===== src/rtl/upsizer_aw_arbiter.sv =====
// Round-robin write-path arbiter in front of the upsizer: AW grant, W ownership until WLAST,
// and in-order B routing back to the issuing master through a small index FIFO.
//
// state   | meaning
// IDLE    | no grant; pick next requester when the B-routing FIFO has room
// AW      | present granted master's AW to the upsizer, wait for handshake
// W       | granted master owns the W channel until its WLAST handshake
module upsizer_aw_arbiter #(
    parameter int NUM_M       = 2,
    parameter int ADDR_WIDTH  = 32,
    parameter int LEN_WIDTH   = 8,
    parameter int ID_WIDTH    = 3,
    parameter int DATA_WIDTH  = 128,
    parameter int OUTSTANDING = 4
) (
    input  logic                        aclk,
    input  logic                        arst_n,
    input  logic [NUM_M-1:0]            m_awvalid_i,
    input  logic [NUM_M*ADDR_WIDTH-1:0] m_awaddr_i,
    input  logic [NUM_M*LEN_WIDTH-1:0]  m_awlen_i,
    input  logic [NUM_M*3-1:0]          m_awsize_i,
    input  logic [NUM_M*2-1:0]          m_awburst_i,
    input  logic [NUM_M*ID_WIDTH-1:0]   m_awid_i,
    output logic [NUM_M-1:0]            m_awready_o,
    input  logic [NUM_M*DATA_WIDTH-1:0] m_wdata_i,
    input  logic [NUM_M-1:0]            m_wvalid_i,
    input  logic [NUM_M-1:0]            m_wlast_i,
    output logic [NUM_M-1:0]            m_wready_o,
    output logic [NUM_M-1:0]            m_bvalid_o,
    output logic [ID_WIDTH-1:0]         m_bid_o,
    output logic [1:0]                  m_bresp_o,
    input  logic [NUM_M-1:0]            m_bready_i,
    output logic [ADDR_WIDTH-1:0]       s_awaddr_o,
    output logic [LEN_WIDTH-1:0]        s_awlen_o,
    output logic [2:0]                  s_awsize_o,
    output logic [1:0]                  s_awburst_o,
    output logic [ID_WIDTH-1:0]         s_awid_o,
    output logic                        s_awvalid_o,
    input  logic                        s_awready_i,
    output logic [DATA_WIDTH-1:0]       s_wdata_o,
    output logic                        s_wvalid_o,
    output logic                        s_wlast_o,
    input  logic                        s_wready_i,
    input  logic                        s_bvalid_i,
    input  logic [ID_WIDTH-1:0]         s_bid_i,
    input  logic [1:0]                  s_bresp_i,
    output logic                        s_bready_o
);

    localparam int GW = (NUM_M > 1) ? $clog2(NUM_M) : 1;
    localparam int PW = (OUTSTANDING > 1) ? $clog2(OUTSTANDING) : 1;
    localparam int CW = $clog2(OUTSTANDING + 1);

    typedef enum logic [1:0] {
        ST_IDLE = 2'd0,
        ST_AW   = 2'd1,
        ST_W    = 2'd2
    } state_t;

    state_t          state, state_nxt;
    logic [GW-1:0]   grant, grant_nxt;
    logic [GW-1:0]   rr_ptr, rr_ptr_nxt;
    logic [GW:0]     cand;
    logic            found;

    logic [GW-1:0]   fifo_mem [OUTSTANDING];
    logic [PW-1:0]   wr_ptr, rd_ptr;
    logic [CW-1:0]   count;
    logic            fifo_full, fifo_empty;
    logic            push, pop;
    logic [GW-1:0]   head;
    logic            w_last_hs;

    assign fifo_full  = (count == CW'(OUTSTANDING));
    assign fifo_empty = (count == '0);
    assign head       = fifo_mem[rd_ptr];
    assign push       = (state == ST_AW) && s_awready_i;
    assign pop        = s_bvalid_i && s_bready_o;
    assign w_last_hs  = (state == ST_W) && s_wvalid_o && s_wready_i && s_wlast_o;

    assign m_bid_o   = s_bid_i;
    assign m_bresp_o = s_bresp_i;

    always_comb begin
        state_nxt  = state;
        grant_nxt  = grant;
        rr_ptr_nxt = rr_ptr;
        found      = 1'b0;
        cand       = '0;
        case (state)
            ST_IDLE: begin
                if (|m_awvalid_i && !fifo_full) begin
                    // scan cyclically starting at the round-robin pointer
                    for (int i = 0; i < NUM_M; i++) begin
                        cand = {1'b0, rr_ptr} + (GW+1)'(i);
                        if (cand >= (GW+1)'(NUM_M)) begin
                            cand = cand - (GW+1)'(NUM_M);
                        end
                        if (!found && m_awvalid_i[cand[GW-1:0]]) begin
                            found     = 1'b1;
                            grant_nxt = cand[GW-1:0];
                        end
                    end
                    state_nxt = ST_AW;
                end
            end
            ST_AW: begin
                if (s_awready_i) begin
                    state_nxt = ST_W;
                end
            end
            ST_W: begin
                if (w_last_hs) begin
                    rr_ptr_nxt = (grant == GW'(NUM_M - 1)) ? '0 : grant + GW'(1);
                    state_nxt  = ST_IDLE;
                end
            end
            default: state_nxt = ST_IDLE;
        endcase
    end

    always_comb begin
        s_awvalid_o = 1'b0;
        s_awaddr_o  = '0;
        s_awlen_o   = '0;
        s_awsize_o  = '0;
        s_awburst_o = '0;
        s_awid_o    = '0;
        m_awready_o = '0;
        s_wvalid_o  = 1'b0;
        s_wdata_o   = '0;
        s_wlast_o   = 1'b0;
        m_wready_o  = '0;
        if (state == ST_AW) begin
            s_awvalid_o        = 1'b1;
            s_awaddr_o         = m_awaddr_i[grant*ADDR_WIDTH +: ADDR_WIDTH];
            s_awlen_o          = m_awlen_i[grant*LEN_WIDTH +: LEN_WIDTH];
            s_awsize_o         = m_awsize_i[grant*3 +: 3];
            s_awburst_o        = m_awburst_i[grant*2 +: 2];
            s_awid_o           = m_awid_i[grant*ID_WIDTH +: ID_WIDTH];
            m_awready_o[grant] = s_awready_i;
        end
        if (state == ST_W) begin
            s_wvalid_o        = m_wvalid_i[grant];
            s_wdata_o         = m_wdata_i[grant*DATA_WIDTH +: DATA_WIDTH];
            s_wlast_o         = m_wlast_i[grant];
            m_wready_o[grant] = s_wready_i;
        end
    end

    always_comb begin
        m_bvalid_o = '0;
        s_bready_o = 1'b0;
        if (!fifo_empty) begin
            m_bvalid_o[head] = s_bvalid_i;
            s_bready_o       = m_bready_i[head];
        end
    end

    always_ff @(posedge aclk or negedge arst_n) begin
        if (!arst_n) begin
            state  <= ST_IDLE;
            grant  <= '0;
            rr_ptr <= '0;
            wr_ptr <= '0;
            rd_ptr <= '0;
            count  <= '0;
        end else begin
            state  <= state_nxt;
            grant  <= grant_nxt;
            rr_ptr <= rr_ptr_nxt;
            if (push) begin
                wr_ptr <= (wr_ptr == PW'(OUTSTANDING - 1)) ? '0 : wr_ptr + PW'(1);
            end
            if (pop) begin
                rd_ptr <= (rd_ptr == PW'(OUTSTANDING - 1)) ? '0 : rd_ptr + PW'(1);
            end
            case ({push, pop})
                2'b10:   count <= count + CW'(1);
                2'b01:   count <= count - CW'(1);
                default: count <= count;
            endcase
        end
    end

    // entries are only read while the count says they are valid, so no reset is needed
    always_ff @(posedge aclk) begin
        if (push) begin
            fifo_mem[wr_ptr] <= grant;
        end
    end

endmodule


===== config.mk =====
export PLATFORM = sky130hd
export DESIGN_NAME = upsizer_aw_arbiter
export DESIGN_NICKNAME = d
export VERILOG_FILES = /design/src/rtl/upsizer_aw_arbiter.sv
export SDC_FILE = /design/constraint.sdc
export NUM_CORES = 1
export LEC_CHECK = 0
export CORE_AREA = 2 2 220 222
export DETAILED_ROUTE_END_ITERATION = 8
export DIE_AREA = 0 0 222 224
export SYNTH_ARGS = -nofsm -noshare
export SYNTH_HDL_FRONTEND = slang
export SYNTH_SLANG_ARGS = --single-unit

===== constraint.sdc =====
create_clock -name aclk -period 2.6 [get_ports aclk]
set_input_delay 0.78 -clock aclk [delete_from_list [all_inputs] [get_ports aclk]]
set_output_delay 0.78 -clock aclk [all_outputs]
set_load 0.02 [all_outputs]

==> summary.md, run 1 <==
| Metric | Value |
|---|---|
| Share of layout cells above drive strength 1 | `19.7%` |
| Critical Path AT | `1.82 ns` |
| Multi-input logic area | `2970 um^2` |
| Mapped Area | `3500 um^2` |
| Register area | `400 um^2` |
| EDFF count, synth | `4` |
| Placed cells | `1649` |
| Pwr/cell area | `798 nW/um^2` |
| Number of filler cells placed in the layout | `5218` |
| Largest net degree at the start of global routing | `49` |
| Final nets | `1422` |
| Synth Instances | `476` |
| Final setup margin | `0.00495 ns` |
| Syn. warnings | `0` |
| Die area | `49700 um^2` |
| Vias in the first global route | `5705` |
| Final-report hold violation count | `0` |
| Reg clk slew, reported paths | `0.05 ns` |
| Hold WC Path Type | `reg -> reg` |
| WL/cell | `18.1 um` |
| Yosys cell types | `30` |
| First-pass GRT wire length | `40300 um` |
| Diodes inserted | `0` |
| # H-tree levels | `1` |
| Seq cells post-synth | `15` |
| Sinks on Clock Net | `15` |
| Design area | `10400 um^2` |
| Chip height | `224 um` |
| DP HPWL | `27700 um` |
| Final core occ | `22.0%` |
| RSZ-0062 raised after global routing | `true` |
| Power Total | `8.29 mW` |
| DR pass1 iterations | `4` |
| Register area share after synthesis | `11.3%` |
| Grt ovf | `0` |
| Post-layout min period | `2.60 ns` |
| Synthesized area per cell | `7.36 um^2` |
| Longest Clk Path Bufs | `2` |
| # setup viols final | `0` |
| Max IR drop VDD | `0.350 mV` |
| Port bufs | `550` |
| Post-route insts no fill | `1659` |
| I/O pin total | `561` |
| Hold Slack | `0.496 ns` |
| Synth area leaders | `mux2i_1, nor2_1, dfrtp_1, edfxtp_1, buf_2` |
| WL final | `30100 um` |
| Placeable core region | `47300 um^2` |
| Clock Power Share | `3.6%` |
| Count of pins over their slew limit | `0` |
| Syn_nets | `853` |
| Setup TNS | `0 ns` |
| Fin crit share | `99.8%` |
| Vias post-DR | `5563` |
| Worst EP required | `1.82 ns` |
| Part of the power in registers | `5.6%` |
| Final ANT Viol Nets | `0` |
| P&R area growth vs syn | `197%` |
| Startpoint Class | `primary input` |
| Clock skew | `0.00535 ns` |
| Clock root buffer | `clkbuf_16` |
| DRC | `0` |
| Outcome | `complete, no violations` |
| GPL Wtd Cong | `0.876` |
| Vias per cell | `3.35` |
| Tot GR Track Use | `11.2%` |
| Iter 0 DRT Violations | `170` |
| Combinational share of power | `90.8%` |
| Dpl ws | `-0.379 ns` |
| Largest area contributor in the netlist | `mux2i_1` |
| Leakage power | `4.59 nW` |
| Row Count | `80` |
| Max-Cap Viols | `0` |
| CP endpoint kind | `output port` |
| Dominant synthesized flop cell | `dfrtp_1` |
| Crit-path max FO | `1` |
| CTS Buf Count | `3` |
| CTS tree | `built` |
| Initial antenna violation count | `0` |
| Switch Pwr | `4.17 mW` |
| Worst-Margin Slew | `0.524 ns` |
| Crit path kind | `in -> out` |
| Placed Area | `10400 um^2` |
| Initial Util | `7.40%` |
| FFs w/ async S/R, synth | `73.3%` |
| Die X | `222 um` |
| Fmax achieved | `385 MHz` |
| Post-synth top area share | `51.4%` |
| Int Pwr | `4.13 mW` |
| Slew headroom | `65.0%` |
| Worst skew pair latency | `0.24 ns` |
| Sw frac | `50.2%` |
==> metal layers <==
metal,track usage (%),vias to the layer above,wire length (um)
li1,-,2740,-
met1,13.9,2512,12600
met2,20.1,303,14800
met3,2.62,8,2260
met4,1.53,0,387
met5,0,-,0
==> final timing paths <==
kind                                       end  cells after the start  slack (ns)            from
max in group asynchronous                grant                      1        1.32          arst_n
min in group asynchronous             count[1]                      1        0.88          arst_n
worst max register to register        count[2]                      9        0.13       rd_ptr[0]
worst min register to register          rr_ptr                      1        0.50          rr_ptr
worst max-delay path            s_wdata_o[118]                      4       0.005  m_wdata_i[118]
worst min-delay path                    rr_ptr                      1        0.50          rr_ptr
==> flip-flops by register name, indices dropped and copies added (netlist names) <==
name and flops:
count 3, state 2, rr_ptr 1, fifo_mem 4, grant 1, wr_ptr 2
rd_ptr 2
==> cells by family (layout without fill, tap and decap cells) <==
group	after synthesis	in the layout	synth area share (%)
DFF	15	15	11.3
muxes	187	187	54.1
xor gates and xnor gates	3	3	0.750
and+or+nand+nor	204	204	23.0
buffers and inverters	54	622	7.04
AOI/OAI and AO/OA	6	6	1.11
adders and majority gates	7	7	2.72
==> cells in the mapped netlist, drive strengths merged (2+ instances only) <==
cell type,count
nand2b,4
o21ai,2
nor3,3
clkbuf,15
or3,2
buf,30
edfxtp,4
nor4,2
nor2,186
xor2,2
mux2,5
o311ai,2
dfrtp,11
and3,4
inv,9
ha,6
mux2i,181
==> power groups by stage <==
| stage | registers [mW] | logic (mW) | clock network (mW) |
|---|---|---|---|
| finish | 0.463 | 7.53 | 0.299 |
| global route | 0.481 | 7.99 | 0.316 |
| CTS | 0.461 | 7.64 | 0.302 |
| detailed placement | 0.463 | 7.83 | 0 |
| global placement | 0.451 | 7.78 | 0 |
| floorplan | 0.427 | 3.63 | 0 |
==> layout by cell type, fill, tap and decap left out, drive strengths merged, types with 3 or more instances in the layout <==
master / Yosys / routed
nor2: 186 / 186
mux2: 5 / 5
edfxtp: 4 / 4
buf: 30 / 135
nor3: 3 / 3
dfrtp: 11 / 11
nand2b: 4 / 4
clkdlybuf4s50: 0 / 362
mux2i: 181 / 181
inv: 9 / 9
and3: 4 / 4
clkbuf: 15 / 35
clkdlybuf4s15: 0 / 22
ha: 6 / 6
dlygate4sd2: 0 / 58
==> worst max-delay path: stages <==
cell,delay (ns)
clkdlybuf4s50_1,0.42
mux2i_1,0.35
nor2_1,0.08
buf_4,0.17
==> timing repair <==
| action | 4_1_cts | 5_1_grt |
|---|---|---|
| buffers inserted | 4 | 3 |
| endpoints found under the setup margin | 153 | 78 |
| pin swaps | 0 | 2 |
| gates cloned | 0 | 0 |
| resized for setup | 209 | 104 |
| hold buffers | 0 | 0 |
==> cell type report <==
cell class	instances	share of cell area (%)
Timing Repair Buffer	609	59.1
Multi-Input combinational cell	407	28.5
Tap cell	615	7.40
Sequential cell	15	3.85
Clock buffer	4	0.758
Inverter	9	0.325
(Power assumes the default switching activity.)
==> run 2, diff against run 1 <==
--- a/config.mk
+++ b/config.mk
@@ -5,9 +5,9 @@
 export SDC_FILE = /design/constraint.sdc
 export NUM_CORES = 1
 export LEC_CHECK = 0
-export CORE_AREA = 2 2 220 222
+export CORE_AREA = 2 2 217 219
 export DETAILED_ROUTE_END_ITERATION = 8
-export DIE_AREA = 0 0 222 224
+export DIE_AREA = 0 0 219 221
 export SYNTH_ARGS = -nofsm -noshare
 export SYNTH_HDL_FRONTEND = slang
 export SYNTH_SLANG_ARGS = --single-unit
==> constraint.sdc (replaced) <==
create_clock -name aclk -period 3.1 [get_ports aclk]
set_input_delay 0.93 -clock aclk [delete_from_list [all_inputs] [get_ports aclk]]
set_output_delay 0.93 -clock aclk [all_outputs]
set_load 0.02 [all_outputs]
==> summary.md, run 2 (same netlist as run 1, synthesis figures left out) <==
| Metric | Value |
|---|---|
| Outcome | `complete, no violations` |
| Number of filler cells placed in the layout | `5116` |
| Die area | `48400 um^2` |
| Fin crit share | `99.5%` |
| Crit-path max FO | `1` |
| # H-tree levels | `1` |
| Hold WC Path Type | `reg -> reg` |
| Iter 0 DRT Violations | `178` |
| Initial antenna violation count | `3` |
| Fmax achieved | `324 MHz` |
| CP endpoint kind | `output port` |
| Max incr delay on CP | `0.62 ns` |
| Design area | `10500 um^2` |
| CTS tree | `built` |
| Final nets | `1426` |
| WL final | `28600 um` |
| GPL Wtd Cong | `0.889` |
| DR top layer | `met4` |
| Grt ovf | `0` |
| Slew headroom | `62.5%` |
| CTS Buf Count | `3` |
| Top Registers | `fifo_mem: 4 flops, count: 3 flops` |
| CP cell instances | `clkdlybuf4s50_1, mux2i_1, nor2_1, clkdlybuf4s50_1` |
| Vias post-DR | `5639` |
| Tot GR Track Use | `10.8%` |
| Initial Util | `7.60%` |
| Critical Path AT | `2.15 ns` |
| Most flops, register | `fifo_mem` |
| Final core occ | `22.7%` |
| Row Count | `79` |
| Final-report hold violation count | `0` |
| Sinks on Clock Net | `15` |
| Post-Route M1 WL | `10900 um` |
| Vias per cell | `3.41` |
| Clock skew | `0.00131 ns` |
| WL/cell | `17.3 um` |
| Hold Slack | `0.485 ns` |
| WL met2 | `14600 um` |
| DR pass1 iterations | `4` |
| Startpoint Class | `primary input` |
| I/O pin total | `561` |
| Max IR drop VDD | `0.350 mV` |
| Crit path kind | `in -> out` |
| Multi-input logic area | `2890 um^2` |
| Placed Area | `10300 um^2` |
| Placeable core region | `46100 um^2` |
| DP HPWL | `25500 um` |
| Count of pins over their slew limit | `0` |
| RSZ-0062 raised after global routing | `false` |
| Worst-Margin Slew | `0.558 ns` |
| Pwr/cell area | `635 nW/um^2` |
| Chip height | `221 um` |
| P&R area growth vs syn | `199%` |
| Worst skew pair latency | `0.24 ns` |
| Most common cell after layout, fill and taps aside | `clkdlybuf4s50_1` |
| Worst path slowest cell | `clkdlybuf4s50_1` |
| Clock root buffer | `clkbuf_16` |
| Largest net degree at the start of global routing | `51` |
| First-pass GRT wire length | `37900 um` |
| Number of flip-flops in the largest register | `4` |
| Die X | `219 um` |
| Share of layout cells above drive strength 1 | `11.2%` |
| # setup viols final | `0` |
| Placed cells | `1642` |
| Most frequent cells in the layout | `clkdlybuf4s50_1, nor2_1, mux2i_1` |
| Met3 wire length | `1960 um` |
| Longest Clk Path Bufs | `2` |
| Worst EP required | `2.17 ns` |
| DRC | `0` |
| Port bufs | `550` |
| Final ANT Viol Nets | `0` |
| Vias in the first global route | `5521` |
| Reg clk slew, reported paths | `0.05 ns` |
| Register area | `399 um^2` |
| Max-Cap Viols | `0` |
| CP most frequent cell | `clkdlybuf4s50_1` |
| Post-layout min period | `3.08 ns` |
| Power Total | `6.64 mW` |
| Leakage power | `5.36 nW` |
| Post-route insts no fill | `1656` |
==> run 2: changes by cell type in the layout (fill, tap and decap cells not counted), sizes merged <==
cell,change
dlymetal6s2s,+45
dlygate4sd2,+36
buf,-31
clkbuf,-31
clkdlybuf4s15,-22
clkdlybuf4s50,+6
diode,+1
nand2b,+1
==> run 2: worst paths after layout <==
check	endpoint	slack, ns	depth (start not counted)	start
worst max-delay path	s_wdata_o[27]	0.02	4	m_wdata_i[155]
worst min-delay path	rr_ptr	0.48	1	rr_ptr
worst max register to register	count[2]	0.51	11	state[1]
worst min register to register	rr_ptr	0.48	1	rr_ptr
max in group asynchronous	grant	1.67	1	arst_n
min in group asynchronous	rd_ptr[0]	1.03	1	arst_n
==> run 2: final cells by class <==
| class | instances | area share (%) |
|---|---|---|
| repair buffers | 612 | 60.2 |
| flip-flops and latches | 15 | 3.81 |
| clock buffers | 4 | 0.753 |
| well taps | 607 | 7.26 |
| diodes | 1 | 0.0239 |
| inverters | 9 | 0.323 |
| multi-input cells | 408 | 27.6 |
==> run 2: critical path: cells and delay by family <==
kind | cells | cell delay, ns
buffers and inverters | 2 | 1.08
and+or+nand+nor | 1 | 0.08
muxes | 1 | 0.06
==> run 2: per-layer routing <==
layer | up-vias | GRT usage, %
met1 | 2541 | 12.3
li1 | 2755 | -
met4 | 0 | 4.01
met3 | 31 | 1.22
met5 | - | 0
met2 | 312 | 20.5
==> run 2: report_power, final <==
group	internal [mW]	switching, mW
combinational	2.87	3.12
sequential	0.297	0.112
clock	0.174	0.0762
==> run 2: what timing repair did <==
action	in CTS	in global routing
gates resized for setup	96	47
buffers inserted	4	4
pin swaps	0	0
hold buffers	0	0
gates cloned	1	0
setup endpoints to repair	123	48
==> run 2: metrics by stage <==
stage	TNS, ns	setup WS (ns)
finish	0	0.0156
global route	0	0.00100
CTS	-0.00348	-0.00348
detailed placement	-5.29	-0.252
global placement	-5.11	-0.249
floorplan	0	0.676
==> run 3, diff against run 2 <==
--- a/config.mk
+++ b/config.mk
@@ -5,9 +5,9 @@
 export SDC_FILE = /design/constraint.sdc
 export NUM_CORES = 1
 export LEC_CHECK = 0
-export CORE_AREA = 2 2 217 219
+export CORE_AREA = 2 2 220 222
 export DETAILED_ROUTE_END_ITERATION = 8
-export DIE_AREA = 0 0 219 221
+export DIE_AREA = 0 0 222 224
 export SYNTH_ARGS = -nofsm -noshare
 export SYNTH_HDL_FRONTEND = slang
 export SYNTH_SLANG_ARGS = --single-unit
==> constraint.sdc (replaced) <==
create_clock -name aclk -period 3.2 [get_ports aclk]
set_input_delay 0.96 -clock aclk [delete_from_list [all_inputs] [get_ports aclk]]
set_output_delay 0.96 -clock aclk [all_outputs]
set_load 0.02 [all_outputs]
==> summary.md, run 3 (same netlist as run 1, synthesis figures left out) <==
| Metric | Value |
|---|---|
| Initial antenna violation count | `0` |
| Share of layout cells above drive strength 1 | `10.6%` |
| Die X | `222 um` |
| Largest net degree at the start of global routing | `56` |
| Critical R2R Launch | `rd_ptr[0]` |
| Crit path kind | `in -> out` |
| Critical Path Sink | `s_wdata_o[47]` |
| Vias in the first global route | `5712` |
| Vias per cell | `3.38` |
| DRC | `0` |
| Most common cell after layout, fill and taps aside | `clkdlybuf4s50_1` |
| Row Count | `80` |
| Final ANT Viol Nets | `0` |
| Most flops, register | `fifo_mem` |
| CP cell instances | `clkdlybuf4s50_1, mux2i_1, nor2_1, clkdlybuf4s50_1` |
| CTS Buf Count | `3` |
| Hold Slack | `0.494 ns` |
| DP HPWL | `27800 um` |
| # H-tree levels | `1` |
| Worst R2R Path Depth | `8` |
| Outcome | `complete, no violations` |
| Worst-Margin Slew | `0.556 ns` |
| Die area | `49700 um^2` |
| WP buf/inv | `2` |
| Leakage power | `5.06 nW` |
| Combinational share of power | `90.3%` |
| Sw frac | `50.0%` |
| Switch Pwr | `3.28 mW` |
| Max-Cap Viols | `0` |
| Clock Power Share | `3.7%` |
| I/O pin total | `561` |
| First-pass GRT wire length | `40500 um` |
| Crit-path leading delay family | `buffers and inverters` |
| Clock root buffer | `clkbuf_16` |
| WL final | `30200 um` |
| Reg clk slew, reported paths | `0.05 ns` |
| Port bufs | `550` |
| Vias post-DR | `5545` |
| Final nets | `1402` |
| Number of flip-flops in the largest register | `4` |
| Cts hold-fix bufs | `0` |
| Top Registers | `fifo_mem: 4 flops, count: 3 flops` |
| Reg2reg setup slack | `0.77 ns` |
| FF-to-FF End | `count[2]` |
| # setup viols final | `0` |
| Sinks on Clock Net | `15` |
| Initial Util | `7.40%` |
| P&R area growth vs syn | `198%` |
| Longest Clk Path Bufs | `2` |
| Design area | `10400 um^2` |
| Worst skew pair latency | `0.24 ns` |
| Most frequent cells in the layout | `clkdlybuf4s50_1, nor2_1, mux2i_1` |
| Placed cells | `1635` |
| CP endpoint kind | `output port` |
| Fin crit share | `99.3%` |
| WP depth | `4` |
| Fmax achieved | `315 MHz` |
| Placeable core region | `47300 um^2` |
| Max IR drop VDD | `0.324 mV` |
| Grt ovf | `0` |
| Final core occ | `22.0%` |
| Final-report hold violation count | `0` |
| Iter 0 DRT Violations | `239` |
| Part of the power in registers | `6.0%` |
| CP most frequent cell | `clkdlybuf4s50_1` |
| Tot GR Track Use | `11.3%` |
| Clock skew | `0.00193 ns` |
| Setup TNS | `0 ns` |
| Chip height | `224 um` |
| Count of pins over their slew limit | `0` |
| CTS tree | `built` |
| GPL Wtd Cong | `0.906` |
| Post-layout min period | `3.18 ns` |
| Slew headroom | `62.8%` |
| Max incr delay on CP | `0.62 ns` |
| Hold WC Path Type | `reg -> reg` |
| Worst EP required | `2.24 ns` |
| Worst path slowest cell | `clkdlybuf4s50_1` |
| Postcts setup bufs | `0` |
| Placed Area | `10300 um^2` |
| Critical path startpoint | `m_wdata_i[175]` |
| WL/cell | `18.4 um` |
| DR pass1 iterations | `4` |
| Post-route insts no fill | `1640` |
| Int Pwr | `3.28 mW` |
| Startpoint Class | `primary input` |
| Critical Path AT | `2.22 ns` |
| Pwr/cell area | `629 nW/um^2` |
| Crit-path max FO | `1` |
run 3: area by class of cell:
| type | instances | area [um^2] |
|---|---|---|
| Fill cell | 5223 | 36900 |
| Clock buffer | 3 | 75.1 |
| Inverter | 9 | 33.8 |
| Antenna cell | 1 | 2.50 |
| Tap cell | 615 | 769 |
| Clock inverter | 1 | 5.00 |
| Multi-Input combinational cell | 407 | 2870 |
| Timing Repair Buffer | 589 | 6270 |
| Sequential cell | 15 | 399 |
run 3: worst min-delay path by stage:
stage	from	to	cells after the start
global placement	rr_ptr	rr_ptr	1
global route	rr_ptr	rr_ptr	1
detailed placement	rr_ptr	rr_ptr	1
floorplan	state[1]	state[0]	1
finish	rr_ptr	rr_ptr	1
CTS	rr_ptr	rr_ptr	1
run 3: timing repair:
item | 4_1_cts | 5_1_grt
gates resized for setup | 52 | 42
setup endpoints to repair | 52 | 42
pin swaps | 0 | 0
run 3: routing by layer:
| layer | global-route usage (%) | part of all wire [%] | up-vias | wire length, um |
|---|---|---|---|---|
| met5 | 0 | 0 | - | 0 |
| met4 | 2.70 | 2.5 | 0 | 743 |
| met3 | 4.00 | 9.1 | 12 | 2760 |
| met2 | 19.9 | 49 | 309 | 14800 |
| met1 | 13.0 | 39 | 2518 | 11900 |
| li1 | - | - | 2706 | - |
run 3: metrics by stage:
stage	setup WS [ns]	total power, mW
floorplan	0.746	3.30
global placement	-0.146	6.54
detailed placement	-0.148	6.59
CTS	0.00173	6.72
global route	-0.00187	6.96
finish	0.0211	6.56
run 3: power groups by stage:
| stage | combinational [mW] | sequential (mW) | clock [mW] |
|---|---|---|---|
| 3_5_place_dp | 6.19 | 0.399 | 0 |
| 2_1_floorplan | 2.95 | 0.347 | 0 |
| 3_3_place_gp | 6.14 | 0.393 | 0 |
| 5_1_grt | 6.30 | 0.408 | 0.256 |
| 4_1_cts | 6.07 | 0.397 | 0.250 |
| 6_report | 5.92 | 0.393 | 0.244 |
